==> config.mk <==
export PLATFORM = sky130hd
export DESIGN_NAME = climate_ctrl_multi_flat
export DESIGN_NICKNAME = d
export VERILOG_FILES = /design/src/rtl/climate_ctrl_multi_if.sv /design/src/rtl/climate_ctrl_multi.sv /design/src/flat_wrapper.sv
export SDC_FILE = /design/constraint.sdc
export NUM_CORES = 1
export LEC_CHECK = 0
export BUFFER_PORTS_ARGS = -buffer_cell sky130_fd_sc_hd__buf_2
export CAP_MARGIN = 0
export CORE_MARGIN = 4
export CORE_UTILIZATION = 50
export DETAILED_ROUTE_END_ITERATION = 7
export HOLD_SLACK_MARGIN = 0.1
export MAX_ROUTING_LAYER = met4
export PLACE_DENSITY = 0.69
export SYNTH_ARGS = -nofsm -noshare
export SYNTH_HDL_FRONTEND = slang
export SYNTH_SLANG_ARGS = --single-unit
==> constraint.sdc <==
create_clock -name clk -period 5 [get_ports clk]
set_input_delay 0.25 -clock clk [delete_from_list [all_inputs] [get_ports clk]]
set_output_delay 0.25 -clock clk [all_outputs]
set_load 0.02 [all_outputs]
==> src/rtl/climate_ctrl_multi_if.sv <==
// Sensor, command and report bus bundle for the multi-zone climate controller.
// The master modport is the controller side; the slave modport is the
// sensor mux / UART side.
interface climate_ctrl_multi_if #(
    parameter int CHW = 2,
    parameter int DW  = 8
);
    // sensor request/ready bus
    logic           sns_req;
    logic [CHW-1:0] sns_ch;
    logic           sns_ready;
    logic [DW-1:0]  sns_temp;
    logic [DW-1:0]  sns_hum;

    // command strobe from the UART RX parser
    logic           cmd_valid;
    logic [7:0]     cmd_op;
    logic [CHW-1:0] cmd_ch;
    logic [DW-1:0]  cmd_val;

    // report stream towards the UART TX path
    logic           rpt_valid;
    logic           rpt_ready;
    logic [CHW-1:0] rpt_ch;
    logic [DW-1:0]  rpt_temp;
    logic [DW-1:0]  rpt_hum;

    modport master (
        output sns_req, sns_ch,
        input  sns_ready, sns_temp, sns_hum,
        input  cmd_valid, cmd_op, cmd_ch, cmd_val,
        output rpt_valid, rpt_ch, rpt_temp, rpt_hum,
        input  rpt_ready
    );

    modport slave (
        input  sns_req, sns_ch,
        output sns_ready, sns_temp, sns_hum,
        output cmd_valid, cmd_op, cmd_ch, cmd_val,
        input  rpt_valid, rpt_ch, rpt_temp, rpt_hum,
        output rpt_ready
    );
endinterface

==> src/rtl/climate_ctrl_multi.sv <==
// Multi-zone climate controller: round-robin sensor polling, per-channel
// fan/humidifier hysteresis control with manual override, sensor timeout
// alarms and one report per channel per sweep.
module climate_ctrl_multi #(
    parameter int N_CH        = 4,
    parameter int CHW         = 2,
    parameter int DW          = 8,
    parameter int POLL_CYCLES = 1_000_000,
    parameter int TIMEOUT     = 50_000,
    parameter int DEF_THI     = 18,
    parameter int DEF_HLO     = 10,
    parameter int DEF_HYST    = 2
) (
    input  logic                 clk,
    input  logic                 rst_n,
    climate_ctrl_multi_if.master io,
    output logic [N_CH-1:0]      fan,
    output logic [N_CH-1:0]      hum_on,
    output logic [N_CH-1:0]      manual,
    output logic [N_CH-1:0]      alarm
);

    localparam int PC_W = (POLL_CYCLES > 1) ? $clog2(POLL_CYCLES) : 1;
    localparam int TO_W = (TIMEOUT > 1) ? $clog2(TIMEOUT) : 1;
    // index width that exactly addresses the per-channel vectors/arrays
    localparam int IW   = (N_CH > 1) ? $clog2(N_CH) : 1;

    localparam logic [7:0] OP_THI  = 8'h41; // 'A'
    localparam logic [7:0] OP_HLO  = 8'h44; // 'D'
    localparam logic [7:0] OP_HYST = 8'h48; // 'H'
    localparam logic [7:0] OP_MAN  = 8'h4D; // 'M'
    localparam logic [7:0] OP_AUTO = 8'h52; // 'R'

    typedef enum logic [2:0] {
        S_IDLE,
        S_REQ,
        S_WAIT,
        S_EVAL,
        S_REPORT,
        S_NEXT
    } state_t;

    state_t          state, state_nx;
    logic [CHW-1:0]  ch;
    logic [IW-1:0]   chi;
    logic [PC_W-1:0] pcnt;
    logic [TO_W-1:0] tcnt;

    logic [DW-1:0]   thri [N_CH];
    logic [DW-1:0]   hlo  [N_CH];
    logic [DW-1:0]   hyst;

    // samples captured on sns_ready, consumed by EVAL
    logic [DW-1:0]   smp_temp_p0, smp_hum_p0;
    // report fields, loaded in EVAL and held through REPORT
    logic [CHW-1:0]  rpt_ch_p1;
    logic [DW-1:0]   rpt_temp_p1, rpt_hum_p1;

    logic            pcnt_top, tcnt_top, last_ch;
    logic            sweep_start, smp_take, to_hit, eval_en, ch_step;
    logic            sns_req_c, rpt_valid_c;
    logic [DW-1:0]   thr_lo, hum_hi;
    logic            fan_ev, hum_ev;
    logic            cmd_ok;
    logic [IW-1:0]   cmd_chi;

    // thri - hyst at DW+1 bits, clamped at zero
    function automatic logic [DW-1:0] sat_sub(input logic [DW-1:0] a, input logic [DW-1:0] b);
        logic [DW:0] d;
        d = {1'b0, a} - {1'b0, b};
        return d[DW] ? '0 : d[DW-1:0];
    endfunction

    // hlo + hyst at DW+1 bits, clamped at full scale
    function automatic logic [DW-1:0] sat_add(input logic [DW-1:0] a, input logic [DW-1:0] b);
        logic [DW:0] s;
        s = {1'b0, a} + {1'b0, b};
        return s[DW] ? '1 : s[DW-1:0];
    endfunction

    assign chi      = ch[IW-1:0];
    assign cmd_chi  = io.cmd_ch[IW-1:0];
    assign cmd_ok   = io.cmd_valid && (32'(io.cmd_ch) < N_CH);
    assign pcnt_top = (pcnt == PC_W'(POLL_CYCLES - 1));
    assign tcnt_top = (tcnt == TO_W'(TIMEOUT - 1));
    assign last_ch  = (ch == CHW'(N_CH - 1));

    assign thr_lo   = sat_sub(thri[chi], hyst);
    assign hum_hi   = sat_add(hlo[chi], hyst);
    assign fan_ev   = (smp_temp_p0 > thri[chi]) ? 1'b1 :
                      (smp_temp_p0 <= thr_lo)   ? 1'b0 : fan[chi];
    assign hum_ev   = (smp_hum_p0 < hlo[chi])   ? 1'b1 :
                      (smp_hum_p0 >= hum_hi)    ? 1'b0 : hum_on[chi];

    assign io.sns_req   = sns_req_c;
    assign io.sns_ch    = ch;
    assign io.rpt_valid = rpt_valid_c;
    assign io.rpt_ch    = rpt_ch_p1;
    assign io.rpt_temp  = rpt_temp_p1;
    assign io.rpt_hum   = rpt_hum_p1;

    // FSM state register; reset aborts any sweep in progress
    always_ff @(posedge clk or negedge rst_n) begin
        if (!rst_n) state <= S_IDLE;
        else        state <= state_nx;
    end

    // next-state decode plus the request/valid levels and per-state strobes
    always_comb begin
        state_nx    = state;
        sns_req_c   = 1'b0;
        rpt_valid_c = 1'b0;
        sweep_start = 1'b0;
        smp_take    = 1'b0;
        to_hit      = 1'b0;
        eval_en     = 1'b0;
        ch_step     = 1'b0;
        unique case (state)
            S_IDLE: begin
                if (pcnt_top) begin
                    sweep_start = 1'b1;
                    state_nx    = S_REQ;
                end
            end
            S_REQ: begin
                sns_req_c = 1'b1;
                state_nx  = S_WAIT;
            end
            S_WAIT: begin
                sns_req_c = 1'b1;
                if (io.sns_ready) begin
                    smp_take = 1'b1;
                    state_nx = S_EVAL;
                end else if (tcnt_top) begin
                    to_hit   = 1'b1;
                    state_nx = S_NEXT;
                end
            end
            S_EVAL: begin
                eval_en  = 1'b1;
                state_nx = S_REPORT;
            end
            S_REPORT: begin
                rpt_valid_c = 1'b1;
                if (io.rpt_ready) state_nx = S_NEXT;
            end
            S_NEXT: begin
                if (last_ch) begin
                    state_nx = S_IDLE;
                end else begin
                    ch_step  = 1'b1;
                    state_nx = S_REQ;
                end
            end
            default: state_nx = S_IDLE;
        endcase
    end

    // period counter: free-running, saturating, cleared when a sweep starts
    always_ff @(posedge clk or negedge rst_n) begin
        if (!rst_n)            pcnt <= '0;
        else if (sweep_start)  pcnt <= '0;
        else if (!pcnt_top)    pcnt <= pcnt + 1'b1;
    end

    // channel pointer for the current sweep
    always_ff @(posedge clk or negedge rst_n) begin
        if (!rst_n)           ch <= '0;
        else if (sweep_start) ch <= '0;
        else if (ch_step)     ch <= ch + 1'b1;
    end

    // sensor response timer, restarted on every request
    always_ff @(posedge clk or negedge rst_n) begin
        if (!rst_n)                tcnt <= '0;
        else if (state == S_REQ)   tcnt <= '0;
        else if (state == S_WAIT)  tcnt <= tcnt + 1'b1;
    end

    // ---- stage p0: sample capture on sns_ready ----
    always_ff @(posedge clk) begin
        if (smp_take) begin
            smp_temp_p0 <= io.sns_temp;
            smp_hum_p0  <= io.sns_hum;
        end
    end

    // ---- stage p1: report fields, frozen until the report is accepted ----
    always_ff @(posedge clk or negedge rst_n) begin
        if (!rst_n) begin
            rpt_ch_p1   <= '0;
            rpt_temp_p1 <= '0;
            rpt_hum_p1  <= '0;
        end else if (eval_en) begin
            rpt_ch_p1   <= ch;
            rpt_temp_p1 <= smp_temp_p0;
            rpt_hum_p1  <= smp_hum_p0;
        end
    end

    // alarm tracks the outcome of the most recent read of each channel
    always_ff @(posedge clk or negedge rst_n) begin
        if (!rst_n)        alarm      <= '0;
        else if (smp_take) alarm[chi] <= 1'b0;
        else if (to_hit)   alarm[chi] <= 1'b1;
    end

    // thresholds, hysteresis, override and actuator outputs; a command
    // landing in the same cycle as EVAL is ordered after it so 'M' wins
    // and threshold writes only affect later evaluations
    always_ff @(posedge clk or negedge rst_n) begin
        if (!rst_n) begin
            fan    <= '0;
            hum_on <= '0;
            manual <= '0;
            hyst   <= DW'(DEF_HYST);
            for (int i = 0; i < N_CH; i++) begin
                thri[i] <= DW'(DEF_THI);
                hlo[i]  <= DW'(DEF_HLO);
            end
        end else begin
            if (eval_en && !manual[chi]) begin
                fan[chi]    <= fan_ev;
                hum_on[chi] <= hum_ev;
            end
            if (io.cmd_valid) begin
                case (io.cmd_op)
                    OP_THI:  if (cmd_ok) thri[cmd_chi] <= io.cmd_val;
                    OP_HLO:  if (cmd_ok) hlo[cmd_chi]  <= io.cmd_val;
                    OP_HYST: hyst <= io.cmd_val;
                    OP_MAN: begin
                        if (cmd_ok) begin
                            manual[cmd_chi] <= 1'b1;
                            fan[cmd_chi]    <= io.cmd_val[0];
                            hum_on[cmd_chi] <= io.cmd_val[1];
                        end
                    end
                    OP_AUTO: if (cmd_ok) manual[cmd_chi] <= 1'b0;
                    default: ;
                endcase
            end
        end
    end

endmodule

==> src/flat_wrapper.sv <==
// flat-port wrapper written by rule: the top's interface ports become plain ports
module climate_ctrl_multi_flat 
#(
    parameter int N_CH        = 4,
    parameter int CHW         = 2,
    parameter int DW          = 8,
    parameter int POLL_CYCLES = 1_000_000,
    parameter int TIMEOUT     = 50_000,
    parameter int DEF_THI     = 18,
    parameter int DEF_HLO     = 10,
    parameter int DEF_HYST    = 2
)
  (clk, rst_n, fan, hum_on, manual, alarm, io_sns_req, io_sns_ch, io_sns_ready, io_sns_temp, io_sns_hum, io_cmd_valid, io_cmd_op, io_cmd_ch, io_cmd_val, io_rpt_valid, io_rpt_ch, io_rpt_temp, io_rpt_hum, io_rpt_ready);
  climate_ctrl_multi_if #(.CHW(CHW), .DW(DW)) io_i ();
  input  logic clk;
  input  logic rst_n;
  output logic [N_CH-1:0] fan;
  output logic [N_CH-1:0] hum_on;
  output logic [N_CH-1:0] manual;
  output logic [N_CH-1:0] alarm;
  output wire logic [$bits(io_i.sns_req)-1:0] io_sns_req;
  output wire logic [$bits(io_i.sns_ch)-1:0] io_sns_ch;
  input wire logic [$bits(io_i.sns_ready)-1:0] io_sns_ready;
  input wire logic [$bits(io_i.sns_temp)-1:0] io_sns_temp;
  input wire logic [$bits(io_i.sns_hum)-1:0] io_sns_hum;
  input wire logic [$bits(io_i.cmd_valid)-1:0] io_cmd_valid;
  input wire logic [$bits(io_i.cmd_op)-1:0] io_cmd_op;
  input wire logic [$bits(io_i.cmd_ch)-1:0] io_cmd_ch;
  input wire logic [$bits(io_i.cmd_val)-1:0] io_cmd_val;
  output wire logic [$bits(io_i.rpt_valid)-1:0] io_rpt_valid;
  output wire logic [$bits(io_i.rpt_ch)-1:0] io_rpt_ch;
  output wire logic [$bits(io_i.rpt_temp)-1:0] io_rpt_temp;
  output wire logic [$bits(io_i.rpt_hum)-1:0] io_rpt_hum;
  input wire logic [$bits(io_i.rpt_ready)-1:0] io_rpt_ready;
  assign io_sns_req = io_i.sns_req;
  assign io_sns_ch = io_i.sns_ch;
  assign io_i.sns_ready = io_sns_ready;
  assign io_i.sns_temp = io_sns_temp;
  assign io_i.sns_hum = io_sns_hum;
  assign io_i.cmd_valid = io_cmd_valid;
  assign io_i.cmd_op = io_cmd_op;
  assign io_i.cmd_ch = io_cmd_ch;
  assign io_i.cmd_val = io_cmd_val;
  assign io_rpt_valid = io_i.rpt_valid;
  assign io_rpt_ch = io_i.rpt_ch;
  assign io_rpt_temp = io_i.rpt_temp;
  assign io_rpt_hum = io_i.rpt_hum;
  assign io_i.rpt_ready = io_rpt_ready;
  climate_ctrl_multi #(.N_CH(N_CH), .CHW(CHW), .DW(DW), .POLL_CYCLES(POLL_CYCLES), .TIMEOUT(TIMEOUT), .DEF_THI(DEF_THI), .DEF_HLO(DEF_HLO), .DEF_HYST(DEF_HYST)) u_core (.clk(clk), .rst_n(rst_n), .io(io_i), .fan(fan), .hum_on(hum_on), .manual(manual), .alarm(alarm));
endmodule
; ---- Word-level counts from Yosys, hierarchy flattened
; Cells that the tools add are included.
[totals]
register_bits = 163
elab_cells = 142
[classes]
add_sub_neg = 5
magnitude_cmp = 11
eq_ne = 17
mux = 63
n_bitwise = 8
n_reduce_logical = 16
[ops]
columns = cell, count
row1 = $bwmux W32, 2
row2 = $mux W8, 7
row3 = $eq A8 B7 Y1 const B, 5
row4 = $mux W20, 2
row5 = $bmux W8 S2, 2
row6 = $mux W16, 2
row7 = $mux W4, 8
row8 = $mux W1, 22
row9 = $add A20 B1 Y20 const B, 1
row10 = $eq A20 B20 Y1 const B, 1
row11 = $pmux W3 S6, 1
row12 = $add A16 B1 Y16 const B, 1
row13 = $bwmux W4, 4
row14 = $demux W8 S2, 1
row15 = $eq A16 B16 Y1 const B, 1
row16 = $mux W3, 4
row17 = $add A8 B8 Y9, 1
row18 = $sub A8 B8 Y9, 1
row19 = $and A4 B4 Y4, 2
row20 = $ge A8 B8 Y1, 1
row21 = $gt A8 B8 Y1, 1
row22 = $le A8 B8 Y1, 1
row23 = $lt A8 B8 Y1, 1
row24 = $not A4 Y4, 2
row25 = 25 further kinds, 46

; ---- Logic depth before layout (Yosys ltp)
; Gate-level depths: netlist of run 1.
[logic_depth]
word_depth = 14
ltp_mapped = 16
depth_no_buf = 15

; ---- Worst setup path after synthesis of run 1
; Ideal clock, no wire load.
[synth_timing]
path_type = flip-flop to flip-flop
startpoint = register u_core.ch[0], in the netlist u_core.io.sns_ch[0]
endpoint = register u_core.hum_on[0]
setup_ps = 77
arrival_time_ps = 4278
required_time_ps = 4923
slack_ps = 645
stages_incl_launch_ff = 16
path_buffers = 2
period_less_slack_ps = 4355
path_cell_list = dfrtp_1 -> buf_2 -> buf_2 -> mux4_2 -> fa_1 -> a211oi_1 -> o21bai_1 -> a21oi_1 -> o21ai_1 -> or2_2 -> ha_1 -> nor2_1 -> a21oi_1 -> o31ai_1 -> a21oi_1 -> a21oi_1
[synth_between]
elab_chain_len = 14
[synth_lines]
columns = item, line
row1 = start: declaration, climate_ctrl_multi.sv:44  ; logic [CHW-1:0] ch;
row2 = start signal: assignment, climate_ctrl_multi.sv:170  ; else if (ch_step) ch <= ch + 1'b1;
row3 = $not A2 Y3 (implied by the code), "climate_ctrl_multi.sv:89, climate_ctrl_multi.sv:92"
row4 = $bmux W8 S2, "climate_ctrl_multi.sv:89, climate_ctrl_multi.sv:92"
row5 = $mux W8 (implied by the code) (2 in series), "climate_ctrl_multi.sv:89, climate_ctrl_multi.sv:92"
row6 = $add A8 B8 Y9, climate_ctrl_multi.sv:77  ; s = {1'b0, a} + {1'b0, b};
row7 = $mux W8, climate_ctrl_multi.sv:78  ; return s[DW] ? '1 : s[DW-1:0];
row8 = $ge A8 B8 Y1, climate_ctrl_multi.sv:93  ; (smp_hum_p0 >= hum_hi) ? 1'b0 : hum_on[chi];
row9 = $mux W1, climate_ctrl_multi.sv:93
row10 = $mux W1, climate_ctrl_multi.sv:92  ; assign hum_ev = (smp_hum_p0 < hlo[chi]) ? 1'b1 :
row11 = $bwmux W4, climate_ctrl_multi.sv:224  ; hum_on[chi] <= hum_ev;
row12 = $mux W4 (*), climate_ctrl_multi.sv:222  ; if (eval_en && !manual[chi]) begin
row13 = $bwmux W4, climate_ctrl_multi.sv:235  ; hum_on[cmd_chi] <= io.cmd_val[1];
row14 = $mux W4, climate_ctrl_multi.sv:227  ; case (io.cmd_op)
row15 = $mux W4 (*), climate_ctrl_multi.sv:226  ; if (io.cmd_valid) begin
row16 = end signal: indexed assignment, climate_ctrl_multi.sv:224
row17 = end signal: indexed assignment, climate_ctrl_multi.sv:235
row18 = end: declaration, climate_ctrl_multi.sv:18  ; output logic [N_CH-1:0] hum_on,
; Mark *: on every way between the ends. The rest lies on a longest branch, timed or not. The select of a mux whose other input is x is not followed.
; A chain may end at the register's enable or synchronous reset.

; ---- Worst setup path after layout of run 1
[layout_timing]
startpoint = register u_core.ch[0], in the netlist u_core.io.sns_ch[0]
endpoint = register u_core.hum_on[3]
; The elaborated chain is that of the path after synthesis.

==> results of run 1 <==
-- power groups by stage --
stage / Clock (W) / Sequential, W / Combinational, W
2_1_floorplan: 0 / 0.00178 / 0.000644
6_report: 0.00138 / 0.00168 / 0.00117
3_5_place_dp: 0 / 0.00170 / 0.00116
5_1_grt: 0.00146 / 0.00170 / 0.00128
3_3_place_gp: 0 / 0.00169 / 0.00112
4_1_cts: 0.00140 / 0.00168 / 0.00117
-- synth_stat cells (3+ instances only) --
cell type,n,share of area
sky130_fd_sc_hd__o211ai_1,4,0.0034
sky130_fd_sc_hd__o21bai_1,3,0.0026
sky130_fd_sc_hd__buf_2,5,0.0029
sky130_fd_sc_hd__o31ai_1,5,0.0043
sky130_fd_sc_hd__nand2b_1,7,0.0050
sky130_fd_sc_hd__clkbuf_1,18,0.0077
sky130_fd_sc_hd__nor2_2,3,0.0021
sky130_fd_sc_hd__nor2b_1,4,0.0029
sky130_fd_sc_hd__a21o_1,9,0.0077
sky130_fd_sc_hd__a21bo_2,3,0.0034
sky130_fd_sc_hd__nor2_1,45,0.019
sky130_fd_sc_hd__mux2_2,86,0.11
sky130_fd_sc_hd__nor3_1,7,0.0040
sky130_fd_sc_hd__nor3b_1,4,0.0034
sky130_fd_sc_hd__inv_1,35,0.015
sky130_fd_sc_hd__a21oi_1,42,0.024
sky130_fd_sc_hd__mux4_2,19,0.049
sky130_fd_sc_hd__or2_2,5,0.0036
sky130_fd_sc_hd__a211oi_1,6,0.0051
sky130_fd_sc_hd__and3_1,14,0.010
sky130_fd_sc_hd__and4_1,3,0.0030
sky130_fd_sc_hd__xnor2_1,16,0.016
sky130_fd_sc_hd__and4b_1,3,0.0034
sky130_fd_sc_hd__xor2_1,13,0.013
sky130_fd_sc_hd__mux2i_1,9,0.010
sky130_fd_sc_hd__nand2_1,43,0.018
sky130_fd_sc_hd__nor4bb_1,5,0.0057
sky130_fd_sc_hd__dfstp_2,17,0.051
sky130_fd_sc_hd__dfrtp_1,130,0.37
sky130_fd_sc_hd__o22ai_1,5,0.0036
sky130_fd_sc_hd__ha_1,53,0.076
sky130_fd_sc_hd__o21ai_0,29,0.017
sky130_fd_sc_hd__and2_1,3,0.0021
sky130_fd_sc_hd__or3_1,5,0.0036
sky130_fd_sc_hd__nand4_1,21,0.015
sky130_fd_sc_hd__edfxtp_1,16,0.055
sky130_fd_sc_hd__nand3_1,22,0.013
sky130_fd_sc_hd__o21a_1,6,0.0051
-- cell families after synthesis --
logic type,after synthesis
simple gates,207
fa+ha+maj,55
flops,163
mux,114
buf+inv,59
compound gates,126
xor+xnor,29
-- final cells by class --
cell class | count | area [µm²]
Clock buffer | 20 | 446.7
Clock inverter | 12 | 178.9
Fill cell | 1347 | 7023
Inverter | 35 | 131.4
Multi-Input combinational cell | 531 | 4365
Sequential cell | 163 | 4180
Tap cell | 225 | 281.5
Timing Repair Buffer | 101 | 629.4
-- timing repair --
| item | CTS | global route |
|---|---|---|
| buffers inserted | 0 | 0 |
| hold endpoints to repair | 110 | 0 |
| hold buffers | 17 | 0 |
-- worst max path at each step --
stage / startpoint / end / slack (ps) / cells past startpoint
after floorplan: u_core.io.sns_ch[0] / u_core.hum_on[0] / 650 / 15
after global placement: u_core.io.sns_ch[0] / u_core.hum_on[0] / 800 / 14
after detailed placement: u_core.io.sns_ch[0] / u_core.hum_on[1] / 660 / 14
after CTS: u_core.io.sns_ch[0] / u_core.hum_on[3] / 630 / 14
after global routing: u_core.io.sns_ch[0] / u_core.hum_on[3] / 200 / 14
final: u_core.io.sns_ch[0] / u_core.hum_on[3] / 600 / 14
-- routing by layer --
metal  vias up  global-route usage
met5         -                   -
met4         0             0.06935
met3        32             0.04507
met2       170              0.3556
met1      3221              0.2936
li1       2960                   -
-- stage by stage --
step	hold WS (ps)	worst slack [ps]	std cells
after global placement	394.7	803.1	1038
after floorplan	-45.59	645.0	753
after global routing	143.8	202.6	1087
final	150.4	596.3	1087
after detailed placement	410.3	659.0	1038
after CTS	134.3	628.4	1087
-- worst register-to-register path: stages (launching register included) --
cell and delay, ps:
sky130_fd_sc_hd__dfrtp_1 620, sky130_fd_sc_hd__buf_4 250, sky130_fd_sc_hd__mux4_2 570, sky130_fd_sc_hd__fa_1 490, sky130_fd_sc_hd__a211oi_1 280, sky130_fd_sc_hd__o21bai_1 110
sky130_fd_sc_hd__a21oi_1 270, sky130_fd_sc_hd__nand3_1 140, sky130_fd_sc_hd__a211oi_1 410, sky130_fd_sc_hd__ha_1 330, sky130_fd_sc_hd__o21ai_0 90, sky130_fd_sc_hd__nor2_1 60
sky130_fd_sc_hd__nor3b_1 430, sky130_fd_sc_hd__a21oi_1 130, sky130_fd_sc_hd__a21oi_1 170
-- sequential cells by signal, summed over array words and instances, names as in the netlist, 8 cells and up, named ones only --
signal	cells
u_core.smp_temp_p0	8
u_core.smp_hum_p0	8
u_core.io.rpt_hum	8
u_core.hlo	32
u_core.hyst	8
u_core.tcnt	16
u_core.io.rpt_temp	8
u_core.pcnt	20
u_core.thri	32
==> flow_summary.ini, run 1 <==
[run_status]
status = completed

[routing]
drt-wirelength-per-cell_um = 19.24
totalWireLength_um = 20920
detailedRoute.firstPassIterationCount = 5
num_vias = 6383
dr_wl_met2_um = 10320
maxUsedRoutingLayer = met4
met3_length_um = 926
drt_iter0_drc = 343
detail_route.wirelength.met1_um = 9299
post-route-drc-count = 0
routed_via_density = 5.872
final_antenna_net_count = 0

[worst_setup_path]
crit_path_start_kind = flop
r2r_cells = 14
critical_path.endpoint_type = flop
critical_path.reg2reg.startpoint = u_core.io.sns_ch[0]
crit_path_cell_trace = buf_4 > mux4_2 > fa_1 > a211oi_1 > o21bai_1 > a21oi_1 > nand3_1 > a211oi_1 > ha_1 > o21ai_0 > nor2_1 > nor3b_1 > a21oi_1 > a21oi_1
cpMostUsedCell = sky130_fd_sc_hd__a21oi_1
critPathArrivalTime_ps = 4750
rrSetupSlack_ps = 600
worst_reg2reg_endpoint = u_core.hum_on[3]
crit_required_ps = 5350
cp_top_family = compound AO/OA/AOI/OAI gates
crit_type = flop to flop
slowest_stage = sky130_fd_sc_hd__dfrtp_1
cp_peak_stage_delay_ps = 620
worstPathMaxFanout = 9
critical_path_buf_inv_count = 1

[layout]
most-common-layout-cells = 130 x sky130_fd_sc_hd__dfrtp_1, 86 x sky130_fd_sc_hd__mux2_2, 75 x sky130_fd_sc_hd__buf_2
final_layout_size_suffix_gt1_frac = 0.2981
diodes = 0
final_util = 0.5926
mostFrequentLayoutCell = sky130_fd_sc_hd__dfrtp_1
post-route-cell-area_um2 = 10210
nets = 943
synthToLayoutAreaGrowth_pct = 16.41

[logic_synthesis]
synthSimpleGateAreaFrac = 0.1296
mappedNetlistNets = 847
yosysWarningCount = 0
synth_top_family_by_area = multiplexers
netlist_instances = 753
syn-mean-instance-area_um2 = 11.65
compound_gate_portion_of_the_synthesized_area = 0.08942
muxShareOfSynthArea = 0.1694
dominant_register_cell_in_the_synthesized_netlist = sky130_fd_sc_hd__dfrtp_1
mappedNetlistArea_um2 = 8773
synth_edf_count = 16
synth_xor_area_frac = 0.02895
post_synth_fa_ha_maj_area_fraction = 0.08015
synth.distinct_cells = 63
async_sr_flop_fraction = 0.9018
ys_seq_area_frac = 0.4765
synth-seq-cells = 163

[timing]
grt_setup_unrepaired = no
final_min_period_over_clock_period = 0.8807
final.min_clock_period_ps = 4404
relSlewSlack = 0.2715
finalHoldViolCount = 0
fin_max_slew_vios = 0
maximum_operating_frequency_mhz = 227.1
finalSetupViolations = 0
fin_setup_tns_ps = 0
transition_time_of_the_tightest_slew_check_pin_ps = 1078
worst_clock_skew_ps = 8.800

[die]
start_util = 0.5090
die_w_um = 140.5
row_count = 48
boundaryPins = 77
fp.coreArea_um2 = 17240
die_area_um2 = 19730
chipHeight_um = 140.5

[power_and_ir_drop]
p_seq_frac = 0.397
power.share.clock = 0.327
vdd_drop_max_v = 0.0002464
comb_power_share = 0.276
net-switching-power_w = 0.001376
p_total_w = 0.004227
swShare = 0.3256
p_leak_nw = 4.781
p_int_w = 0.002851
power.density_cell_area_nw_per_um2 = 413.9

[cts]
cts_inserted_buffers = 17
cts_sinks = 163
h-tree-depth = 4
clk_buf_depth = 2
clkLatencyLatePin_ps = 430
cts_resized = 0
clk_transition_reported_paths_ps = 60
cell_at_the_root_of_the_clock_tree = sky130_fd_sc_hd__clkbuf_16
cts_tree = done

[min_path]
timing.hold.worst_path_depth = 3
worst_hold_path.endpoint = u_core.state[0]
hp-start = io_sns_ready
timing.hold.worst.class = input port to flop

[run]
max-cap-violations = 0

[grt]
gr-total-overflow = 0
grt_pass1_vias = 6616
grt_util_all_layers = 0.2244
pin_count_of_the_biggest_net_entering_global_routing = 100
number_of_antenna_violations_at_the_first_check_in_global_routing = 0
grt_first_pass_wirelength_um = 33930

[placed_design]
hpwl_um = 15390
number_of_buffer_cells_added_on_primary_ports = 76
dpl_cell_area_um2 = 9418
gp_congestion = 0.8999
Power figures use the tool's default switching activity.
==> run 2, diff against run 1 <==
--- a/config.mk
+++ b/config.mk
@@ -12,7 +12,7 @@
 export DETAILED_ROUTE_END_ITERATION = 7
 export HOLD_SLACK_MARGIN = 0.1
 export MAX_ROUTING_LAYER = met4
-export PLACE_DENSITY = 0.69
+export PLACE_DENSITY = 0.75
 export SYNTH_ARGS = -nofsm -noshare
 export SYNTH_HDL_FRONTEND = slang
 export SYNTH_SLANG_ARGS = --single-unit
==> run 2 against run 1 <==
Clock-buffer cell count shrank 1. Non-clock buffer count down 1. Clock power down 7%. Power down 3.1%. Core utilization is 0.46 points lower. Die area unchanged. Register-to-register slack better by 60 ps. Maximum frequency up 1.4%. First-iteration DRC count rose by 64%. Critical endpoint is now u_core.fan[3]. Largest cell class unchanged.
==> flow_summary.ini, run 2 (synthesis gave the netlist of run 1 again) <==
[die]
row_count = 48
chipHeight_um = 140.5
boundaryPins = 77
fp.coreArea_um2 = 17240
die_w_um = 140.5
start_util = 0.5090
die_area_um2 = 19730

[routing]
drt_iter0_drc = 563
drt-wirelength-per-cell_um = 18.68
num_vias = 6326
routed_via_density = 5.825
detailedRoute.firstPassIterationCount = 5
post-route-drc-count = 0
totalWireLength_um = 20290
final_antenna_net_count = 0

[layout]
diodes = 0
final_util = 0.5880
mostFrequentLayoutCell = sky130_fd_sc_hd__dfrtp_1
most-common-layout-cells = 130 x sky130_fd_sc_hd__dfrtp_1, 86 x sky130_fd_sc_hd__mux2_2, 75 x sky130_fd_sc_hd__buf_2
post_layout_nonfiller_instances = 1086
biggestRegsByFlops = u_core.hlo: 32 flops, u_core.thri: 32 flops, u_core.pcnt: 20 flops
synthToLayoutAreaGrowth_pct = 15.52
final_layout_size_suffix_gt1_frac = 0.2997
nets = 942

[placed_design]
place_inst = 1037
gp_congestion = 0.8724
hpwl_um = 14360
number_of_buffer_cells_added_on_primary_ports = 76

[grt]
gr-total-overflow = 0
grt_pass1_vias = 6372
pin_count_of_the_biggest_net_entering_global_routing = 94
grt_util_all_layers = 0.2191
grt_first_pass_wirelength_um = 33620
number_of_antenna_violations_at_the_first_check_in_global_routing = 0

[timing]
relSlewSlack = 0.2487
finalHoldViolCount = 0
maximum_operating_frequency_mhz = 230.3
fin_setup_tns_ps = 0
grt_setup_unrepaired = no
final.min_clock_period_ps = 4342
transition_time_of_the_tightest_slew_check_pin_ps = 1112
finalSetupViolations = 0
worst_clock_skew_ps = 9.857
final_min_period_over_clock_period = 0.8685
fin_max_slew_vios = 0

[worst_setup_path]
crit_required_ps = 5280
critPathArrivalTime_ps = 4630
crit_type = flop to flop
worstPathMaxFanout = 14
critical_path.endpoint_type = flop
crit_path_start_kind = flop

[power_and_ir_drop]
power.density_cell_area_nw_per_um2 = 404.3
p_total_w = 0.004097
vdd_drop_max_v = 0.0003308
p_leak_nw = 4.743

[cts]
cts_tree = done
clkLatencyLatePin_ps = 430
clk_buf_depth = 2
h-tree-depth = 4
clk_transition_reported_paths_ps = 60
setup_repair_bufs_after_cts = 0
cell_at_the_root_of_the_clock_tree = sky130_fd_sc_hd__clkbuf_16
cts_sinks = 163
cts_inserted_buffers = 17

[min_path]
timing.hold.worst.class = input port to flop

[run]
max-cap-violations = 0

[run_status]
status = completed
[run 2: changes by cell type in the layout (fill, tap and decap cells not counted)]
cell,before,now
sky130_fd_sc_hd__buf_12,1,0
sky130_fd_sc_hd__bufinv_16,4,1
sky130_fd_sc_hd__clkbuf_1,2,1
sky130_fd_sc_hd__clkinv_2,2,1
sky130_fd_sc_hd__clkinv_4,3,1
sky130_fd_sc_hd__clkinvlp_4,1,2
sky130_fd_sc_hd__inv_4,1,3
sky130_fd_sc_hd__inv_6,1,5
sky130_fd_sc_hd__nor2_1,45,44
sky130_fd_sc_hd__nor2_2,3,4
[run 2: area by class of cell]
class / instances / area (µm²)
tap: 225 / 281.5
clock buffer: 19 / 442.9
multi-input combinational: 531 / 4368
sequential: 163 / 4180
clock inverter: 13 / 121.4
timing repair buffer: 100 / 609.3
fill: 1389 / 7102
inverter: 35 / 131.4
[run 2: stage by stage]
step	area, µm²	setup WS (ps)	hold WS, ps
after detailed placement	9400	805.4	386.8
after global routing	10130	381.8	204.6
after CTS	10130	677.6	146.1
after global placement	9400	903.4	382.1
after floorplan	8773	645.0	-45.59
final	10130	657.7	165.7
[run 2: worst paths after layout]
check	end	cells past startpoint	slack [ps]	from
worst max-delay path	u_core.fan[3]	16	660	u_core.io.sns_ch[0]
worst min-delay path	u_core.state[0]	3	170	io_sns_ready
worst max register to register	u_core.fan[3]	16	660	u_core.io.sns_ch[0]
worst min register to register	u_core.io.rpt_ch[1]	2	490	u_core.io.rpt_ch[1]
max in group asynchronous	u_core.io.rpt_hum[0]	3	3250	rst_n
min in group asynchronous	u_core.io.rpt_temp[5]	2	450	rst_n
[run 2: routing by layer]
| layer | wire length, µm | share of wire | track usage |
|---|---|---|---|
| met1 | 9296 | 0.46 | 0.3027 |
| met2 | 9504 | 0.47 | 0.3344 |
| met3 | 1056 | 0.052 | 0.03926 |
| met4 | 431 | 0.021 | 0.06425 |
| met5 | 0 | 0 | - |
[run 2: power breakdown]
group | switching [W] | total (W) | leakage (nW) | internal [W]
clock network | 0.000568 | 0.00128 | 0.276 | 0.000707
registers | 0.000152 | 0.00167 | 2.06 | 0.00151
logic | 0.000683 | 0.00116 | 2.41 | 0.000473
total | 0.00140 | 0.00410 | 4.74 | 0.00269
[run 2: timing repair]
action	CTS	global route
gates resized for setup	0	0
endpoints found under the hold margin	91	0
hold buffers	17	0
endpoints found under the setup margin	0	0
[run 2: critical path, stage by stage, from the launching register on]
cell                       delay [ps]
sky130_fd_sc_hd__dfrtp_1          400
sky130_fd_sc_hd__buf_4            230
sky130_fd_sc_hd__mux4_2           390
sky130_fd_sc_hd__inv_1             50
sky130_fd_sc_hd__ha_1             200
sky130_fd_sc_hd__fa_1             410
sky130_fd_sc_hd__nor2b_1          130
sky130_fd_sc_hd__o21a_1           140
sky130_fd_sc_hd__o221ai_1         190
sky130_fd_sc_hd__a21oi_1          490
sky130_fd_sc_hd__o21ai_0          200
sky130_fd_sc_hd__ha_1             330
sky130_fd_sc_hd__o21ai_0          190
sky130_fd_sc_hd__a21oi_1           60
sky130_fd_sc_hd__o221a_2          250
sky130_fd_sc_hd__o211ai_1         400
sky130_fd_sc_hd__a21oi_1          130
==> run 3, diff against run 2 <==
--- a/config.mk
+++ b/config.mk
@@ -5,6 +5,7 @@
 export SDC_FILE = /design/constraint.sdc
 export NUM_CORES = 1
 export LEC_CHECK = 0
+export ABC_AREA = 1
 export BUFFER_PORTS_ARGS = -buffer_cell sky130_fd_sc_hd__buf_2
 export CAP_MARGIN = 0
 export CORE_MARGIN = 4
==> run 3 against run 2 <==
Wire length up 5.7%. Maximum frequency up 1.5%. Sequential share of layout area down 1.1 points. Sequential power about the same. Synthesized cell count up 43%. Critical path depth up 14. Design area up 2.8%. Combinational power up 79%. Highest routed layer unchanged. Worst hold slack worse by 35 ps.
==> flow_summary.ini, run 3 <==
[grt]
grt_use_met1 = 0.3165
gr-total-overflow = 0
grt_pass1_vias = 7126
pin_count_of_the_biggest_net_entering_global_routing = 90
met3_grt_util = 0.03943
grt_most_used_layer = met2
grt_first_pass_wirelength_um = 35410
grt.met2_usage = 0.3459
grt_util_all_layers = 0.2275
number_of_antenna_violations_at_the_first_check_in_global_routing = 0

[routing]
totalWireLength_um = 21440
final_antenna_net_count = 0
num_vias = 7538
post-route-drc-count = 0
drt_iter0_drc = 753
detailedRoute.firstPassIterationCount = 5
drt-wirelength-per-cell_um = 15.11
routed_via_density = 5.312

[timing]
fin_setup_tns_ps = 0
final.min_clock_period_ps = 4278
transition_time_of_the_tightest_slew_check_pin_ps = 1066
fin_max_slew_vios = 0
maximum_operating_frequency_mhz = 233.8
relSlewSlack = 0.2867
final_min_period_over_clock_period = 0.8556
grt_setup_unrepaired = no
worst_clock_skew_ps = 9.866
finalHoldViolCount = 0
finalSetupViolations = 0

[worst_setup_path]
critical_path.endpoint_type = flop
crit_required_ps = 5360
critPathArrivalTime_ps = 4640
critical_path.reg2reg.startpoint = u_core.io.sns_ch[1]
r2r_cells = 30
cp_peak_stage_delay_ps = 480
cpMostUsedCell = sky130_fd_sc_hd__nand2_1
rrSetupSlack_ps = 720
crit_path_start_kind = flop
crit_type = flop to flop
slowest_stage = sky130_fd_sc_hd__dfrtp_1
worstPathMaxFanout = 30
worst_reg2reg_endpoint = u_core.fan[2]

[placed_design]
hpwl_um = 15820
number_of_buffer_cells_added_on_primary_ports = 76
gp_congestion = 0.9285
place_inst = 1363
dpl_cell_area_um2 = 9504

[logic_synthesis]
netlist_top_cells_count = 293 x sky130_fd_sc_hd__nand2_1, 142 x sky130_fd_sc_hd__inv_1, 130 x sky130_fd_sc_hd__dfrtp_1
synth.largest_area_cell = sky130_fd_sc_hd__dfrtp_1
mappedNetlistNets = 1174
ys_seq_area_frac = 0.4702
netlist_instances = 1080
synth_area_leaders = sky130_fd_sc_hd__dfrtp_1 37%, sky130_fd_sc_hd__nand2_1 12%, sky130_fd_sc_hd__ha_1 7.5%, sky130_fd_sc_hd__inv_1 6.0%, sky130_fd_sc_hd__edfxtp_1 5.4%
synth.distinct_cells = 45
dominant_register_cell_in_the_synthesized_netlist = sky130_fd_sc_hd__dfrtp_1
async_sr_flop_fraction = 0.9018
synth_edf_count = 16
yosysTopAreaCellShare = 0.3659
syn-mean-instance-area_um2 = 8.231
synth-seq-cells = 163
yosysWarningCount = 0
mappedNetlistArea_um2 = 8890
leading_cell_type_by_number_of_instances_after_synthesis = sky130_fd_sc_hd__nand2_1

[min_path]
worst_hold_path.endpoint = u_core.thri[25]
timing.hold.worst_path_depth = 3
timing.hold.worst.class = input port to flop
hp-start = io_cmd_val[1]

[layout]
mostFrequentLayoutCell = sky130_fd_sc_hd__nand2_1
biggestRegsByFlops = u_core.hlo: 32 flops, u_core.thri: 32 flops, u_core.pcnt: 20 flops
final_util = 0.6000
post_layout_nonfiller_instances = 1419
diodes = 0
post-route-cell-area_um2 = 10410
nets = 1275
most-common-layout-cells = 293 x sky130_fd_sc_hd__nand2_1, 142 x sky130_fd_sc_hd__inv_1, 130 x sky130_fd_sc_hd__dfrtp_1
final_layout_size_suffix_gt1_frac = 0.1281
synthToLayoutAreaGrowth_pct = 17.14

[power_and_ir_drop]
power.density_cell_area_nw_per_um2 = 499.2
p_total_w = 0.005199
p_leak_nw = 5.052
vdd_drop_max_v = 0.0003170

[cts]
cts_resized = 0
cts_tree = done
cts_sinks = 163
clk_buf_depth = 2
cts_inserted_buffers = 17
setup_repair_bufs_after_cts = 0
clk_transition_reported_paths_ps = 70
clkLatencyLatePin_ps = 430
postCtsHoldBufs = 24
cell_at_the_root_of_the_clock_tree = sky130_fd_sc_hd__clkbuf_16
h-tree-depth = 4

[die]
row_count = 48
die_area_um2 = 19980
start_util = 0.5122
boundaryPins = 77
chipHeight_um = 141.3
die_w_um = 141.3
fp.coreArea_um2 = 17360

[run_status]
status = completed

[run]
max-cap-violations = 0
==> run 3: report_power, final <==
| part | total (W) | internal [W] | switching (W) |
|---|---|---|---|
| Combinational | 0.00208 | 0.000733 | 0.00134 |
| Sequential | 0.00166 | 0.00152 | 0.000139 |
| Clock | 0.00147 | 0.000930 | 0.000536 |
==> run 3: cell families (layout without fill, tap and decap cells) <==
group | Yosys count | after routing | share of synthesized area
AND/OR/NAND/NOR | 464 | 464 | 0.2227
AO/OA/AOI/OAI | 211 | 211 | 0.1371
buffers and inverters | 168 | 282 | 0.07178
flip-flops | 163 | 163 | 0.4702
adder cells (fa/ha/maj) | 55 | 55 | 0.07910
XOR/XNOR | 16 | 16 | 0.01576
multiplexers | 3 | 3 | 0.003378
==> run 3: per-stage QoR <==
stage	hold slack (ps)	setup WS (ps)
global route	141.6	300.8
floorplan	-45.59	1139
finish	131.1	722.0
detailed placement	357.0	814.0
CTS	122.1	758.8
global placement	357.6	984.8
==> run 3: area by class of cell <==
type / instances / area (µm²)
clock buffers: 21 / 470.5
multi-input cells: 749 / 4074
flip-flops and latches: 163 / 4180
repair buffers: 105 / 664.4
fillers: 1521 / 6943
well taps: 225 / 281.5
inverters: 145 / 544.3
clock inverters: 11 / 198.9
==> run 3: worst max-delay path by stage <==
stage | end | depth (start not counted) | from | slack (ps)
after global placement | u_core.fan[2] | 30 | u_core.io.sns_ch[1] | 980
after global routing | u_core.fan[2] | 30 | u_core.io.sns_ch[1] | 300
after floorplan | u_core.fan[0] | 30 | u_core.io.sns_ch[0] | 1140
final | u_core.fan[2] | 30 | u_core.io.sns_ch[1] | 720
after detailed placement | u_core.fan[1] | 30 | u_core.io.sns_ch[1] | 810
after CTS | u_core.fan[2] | 30 | u_core.io.sns_ch[1] | 760
==> run 3: critical path: cells and delay by family (launching register included) <==
family,cells,cell delay (ps)
simple gates,15,1310
compound gates,7,820
fa+ha+maj,3,880
buf+inv,5,700
flops,1,480
==> run 3: per-layer routing <==
layer | part of all wire | vias up | wire length (µm)
met5 | 0 | - | 0
met4 | 0.015 | 0 | 318
met3 | 0.059 | 27 | 1264
met2 | 0.45 | 239 | 9739
met1 | 0.47 | 3525 | 10120
li1 | - | 3747 | -
